==> src/rtl/exc_arbiter.sv <==
// MEM-stage exception arbiter: synchronises interrupt lines, picks the
// highest-priority exception of the MEM instruction, pulses a one-cycle CP0
// commit and holds a redirect PC toward fetch until it is acknowledged.
module exc_arbiter #(
    parameter logic [31:0] EXC_VEC  = 32'hBFC0_0380,
    parameter int          SYNC_STG = 2
) (
    input  logic        clk,
    input  logic        rst,
    input  logic        stall_m,
    input  logic        valid_m,
    input  logic [31:0] pc_m,
    input  logic        slot_m,
    input  logic [7:0]  exc_flags_m,
    input  logic [31:0] daddr_m,
    input  logic [5:0]  ext_int,
    input  logic [31:0] cp0_status,
    input  logic [31:0] cp0_cause,
    input  logic [31:0] cp0_epc,
    input  logic        if_ack,
    output logic        cp0_en,
    output logic [4:0]  cp0_exctype,
    output logic [31:0] cp0_pc,
    output logic [31:0] cp0_badvaddr,
    output logic        cp0_slot,
    output logic [5:0]  hw_int,
    output logic        flush,
    output logic        redir_valid,
    output logic [31:0] redir_pc
);

    typedef enum logic {IDLE, REDIR} state_t;

    state_t                     state;
    logic [SYNC_STG-1:0][5:0]   sync_pipe;
    logic                       int_req;
    logic                       take;
    logic                       is_eret;
    logic [4:0]                 code;
    logic [31:0]                badv;
    logic                       unused_ok;

    // Only Status IM/IE/EXL and Cause IP[1:0] matter here.
    assign unused_ok = ^{cp0_status[31:16], cp0_status[7:2],
                         cp0_cause[31:10], cp0_cause[7:0]};

    // Metastability chain on the async interrupt lines; stage 0 is the first flop.
    always_ff @(posedge clk) begin
        if (rst) sync_pipe <= '0;
        else     sync_pipe <= {sync_pipe[SYNC_STG-2:0], ext_int};
    end

    assign hw_int = sync_pipe[SYNC_STG-1];

    assign int_req = (|({hw_int, cp0_cause[9:8]} & cp0_status[15:8]))
                     & cp0_status[0] & ~cp0_status[1];

    // Held in reset the arbiter must not commit anything.
    assign take = ~rst & valid_m & ~stall_m & (state == IDLE)
                  & (int_req | (|exc_flags_m));

    // Fixed-priority pick of the single reported cause.
    always_comb begin
        code    = 5'h00;
        badv    = 32'h0;
        is_eret = 1'b0;
        if (int_req)             code = 5'h00;
        else if (exc_flags_m[0]) begin code = 5'h04; badv = pc_m; end
        else if (exc_flags_m[1]) code = 5'h0a;
        else if (exc_flags_m[2]) code = 5'h08;
        else if (exc_flags_m[3]) code = 5'h09;
        else if (exc_flags_m[4]) code = 5'h0c;
        else if (exc_flags_m[5]) begin code = 5'h04; badv = daddr_m; end
        else if (exc_flags_m[6]) begin code = 5'h05; badv = daddr_m; end
        else if (exc_flags_m[7]) begin code = 5'h0e; is_eret = 1'b1; end
    end

    assign cp0_en       = take;
    assign cp0_exctype  = take ? code : 5'h00;
    assign cp0_pc       = take ? pc_m : 32'h0;
    assign cp0_badvaddr = take ? badv : 32'h0;
    assign cp0_slot     = take & slot_m;
    assign flush        = take | (state != IDLE);

    // Redirect FSM: latch target on take, hold it until fetch acknowledges.
    always_ff @(posedge clk) begin
        if (rst) begin
            state       <= IDLE;
            redir_valid <= 1'b0;
            redir_pc    <= 32'h0;
        end else begin
            case (state)
                IDLE: if (take) begin
                    state       <= REDIR;
                    redir_valid <= 1'b1;
                    redir_pc    <= is_eret ? cp0_epc : EXC_VEC;
                end
                REDIR: if (if_ack) begin
                    state       <= IDLE;
                    redir_valid <= 1'b0;
                    redir_pc    <= 32'h0;
                end
                default: state <= IDLE;
            endcase
        end
    end

endmodule

==> config.mk <==
export PLATFORM = sky130hd
export DESIGN_NAME = exc_arbiter
export DESIGN_NICKNAME = d
export VERILOG_FILES = /design/src/rtl/exc_arbiter.sv
export SDC_FILE = /design/constraint.sdc
export NUM_CORES = 1
export LEC_CHECK = 0
export ABC_CLOCK_PERIOD_IN_PS = 1800
export CORE_AREA = 4 4 110 112
export CTS_BUF_LIST = sky130_fd_sc_hd__clkbuf_2 sky130_fd_sc_hd__clkbuf_4 sky130_fd_sc_hd__clkbuf_8
export DETAILED_ROUTE_END_ITERATION = 12
export DIE_AREA = 0 0 114 116
export PLACE_DENSITY = 0.67
export SETUP_SLACK_MARGIN = 0.15
export SYNTH_ARGS = -nofsm -noshare
export SYNTH_HDL_FRONTEND = slang
export SYNTH_SLANG_ARGS = --single-unit
==> constraint.sdc <==
create_clock -name clk -period 1.8 [get_ports clk]
set_input_delay 0.18 -clock clk [delete_from_list [all_inputs] [get_ports clk]]
set_output_delay 0.18 -clock clk [all_outputs]
set_load 0.05 [all_outputs]
==> out/results.ini <==
[synth]
synth_cell_types=28
ys.flop_type=dfxtp_1
synthTopCellsByArea=dfxtp_1 (38%), a22oi_1 (11%), a32o_1 (8.2%)
synth_area_per_cell_sq_um=8.68
ys_seq_area_share_pct=37.7
postSynthCellCount=281
yosys_warnings=0
synthesis.area_sq_um=2440
yosys.area.top_type=dfxtp_1
syn_nets=461
synth-seq-cells=46
synth_top_area_share_pct=37.7
synth_edf_count=0
synth_async_sr_flop_share_pct=0

[global_route]
grt_pass1_vias=3575
grt_usage_pct=18.5
overflow=0
grt_max_degree=25
antenna_found_initial=0
grt_pass1_wl_um=19400

[timing]
fin_worst_skew_ns=0.00571
min_period_over_period_pct=119
fin_ws_ns=-0.334
max-slew-margin-rel_pct=63.7
worstMarginPinSlew_ns=0.540
whs_ns=0.429
slew_violations=0
clock.fmax_mhz=469
fin_tns_setup_ns=-26.75
hold_viol_final=0
grt_setup_unrepaired=yes
setup_viol=104
fin_crit_ns=2.13

[power_and_ir_drop]
peakVddDrop_mv=0.353
power.leakage_nw=3.00
power_density_nw_per_um2=455

[placement]
gp_congestion=0.808
io_buffers=237
place_ws_ns=-0.775
dpl.cell_count=657
dp_hpwl_um=9180

[die]
fp.dieW_um=114
core_area_sq_um=11200
ios=291
start_util_pct=21.7
dieArea_sq_um=13200
core.rowCount=39
die_h_um=116

[critical_path]
cp_top_family=simple AND/OR/NAND/NOR gates
critical_path.cell_chain=clkdlybuf4s15_1 -> or3_4 -> or3_4 -> o21ai_4 -> buf_12 -> inv_12 -> and2_4 -> buf_8
crit_path_end_kind=primary output
cp.arrival_ns=1.95
slowest_stage=or3_4
critical-path-max-stage-delay_ns=0.40
crit_buf_inv=4
r2r_slack_ns=-0.22
crit_top_cell=or3_4
required_ns=1.62
cp_max_fo=8
cp-start-kind=primary input
crit_type=in -> out

[cells_and_area]
final_cells=687
layout_commonest_cell=clkdlybuf4s50_1
nFillCells=933
most-common-layout-cells=clkdlybuf4s50_1 (123), buf_12 (46), dfxtp_1 (43)
final_nets=723
area_growth_pct=168
drive_above_1_share_pct=41.4
diodes=0

[clock_network]
cts_buffers=5
insertion_delay_ns=0.29
hold_buffers=0
clock-root-buffer=clkbuf_8
cts_max_level=2
clock_sinks=46
clkTransAtPathRegs_ns=0.08
clockBufferDepth=2
cts_tree=done

[routing]
drcViolationCount=0
ant_nets=0
viasPerCell=4.75
drtIter0Drc=157
dr.pass1.iters=4
wl_per_cell_um=18.7
num_vias=3266
wl_um=12900

[status]
violations=negative setup slack
outcome=finished, violations left

[worst_hold_path]
min_path_type=in -> reg

[run]
maxCapViolations=0

[path summary, 6_finish.rpt]
check / start / endpoint / cells past startpoint
max: exc_flags_m[2] / cp0_pc[18] / 8
min: rst / redir_valid / 3
max reg2reg: hw_int[5] / redir_pc[14] / 11
min reg2reg: sync_pipe[1] / hw_int[1] / 1
[cells in the mapped netlist, types with 2 or more instances]
cell type,count
and2_1,25
buf_2,3
nor3_1,18
dfxtp_1,46
nand2_1,14
buf_6,6
or3_1,2
nor2b_1,12
nor3b_1,2
a32o_1,20
nor2_1,36
a22oi_1,36
mux2i_1,12
and2_4,8
a21oi_1,6
clkbuf_1,15
nand2b_1,3
buf_4,7
[layer usage]
layer / track usage (%) / wire length (um) / vias to the layer above / share of wire [%]
li1: - / - / 1532 / -
met1: 20.2 / 4770 / 1537 / 37
met2: 33.1 / 6420 / 177 / 50
met3: 7.73 / 1430 / 20 / 11
met4: 4.83 / 265 / 0 / 2.1
met5: 0 / 0 / - / 0
[where the power goes]
part           leakage [nW]  switching [W]  internal [W]
registers             0.377      0.0000178       0.00105
clock network        0.0548       0.000336      0.000429
logic                  2.56       0.000558      0.000582
[tightest hold or removal path, cell delays in order]
cell	delay [ns]
dlygate4sd2_1	0.24
buf_4	0.22
a21oi_2	0.04
[registers in the layout, indices dropped and copies added (netlist names)]
signal	cells
hw_int	6
redir_pc	32
redir_valid	1
sync_pipe	6
state	1
[area by class of cell]
| class | instances | area, sq um | area share, % |
|---|---|---|---|
| clock inverters | 2 | 37.5 | 0.573 |
| multi-input cells | 204 | 1790 | 27.3 |
| well taps | 143 | 179 | 2.73 |
| repair buffers | 282 | 3470 | 53.0 |
| repair inverters | 3 | 52.6 | 0.803 |
| inverters | 1 | 20.0 | 0.306 |
| flip-flops and latches | 46 | 925 | 14.1 |
| clock buffers | 6 | 76.3 | 1.17 |
[logic make-up (layout without fill, tap and decap cells)]
| group | after synthesis | count (layout) | share of synthesized area (%) |
|---|---|---|---|
| AND/OR/NAND/NOR | 126 | 127 | 27.5 |
| AO/OA/AOI/OAI | 64 | 64 | 21.5 |
| flip-flops | 46 | 46 | 37.7 |
| buffers and inverters | 32 | 294 | 8.10 |
| multiplexers | 12 | 12 | 4.92 |
| other | 1 | 1 | 0.154 |
[repair_timing]
item / in CTS / in global routing
pin swaps: 22 / 10
setup endpoints to repair: 110 / 131
gates resized for setup: 117 / 39
gates cloned: 9 / 1
setup buffers: 8 / 4
[per-stage QoR]
stage               total power, W  util, %  instance area, sq um
floorplan                  0.00157        -                  2780
global placement           0.00209     50.8                  5700
detailed placement         0.00211     50.8                  5700
CTS                        0.00299     56.8                  6370
global route               0.00310     58.3                  6550
finish                     0.00298     58.3                  6550
No activity file was read; power rests on OpenSTA's default activity.
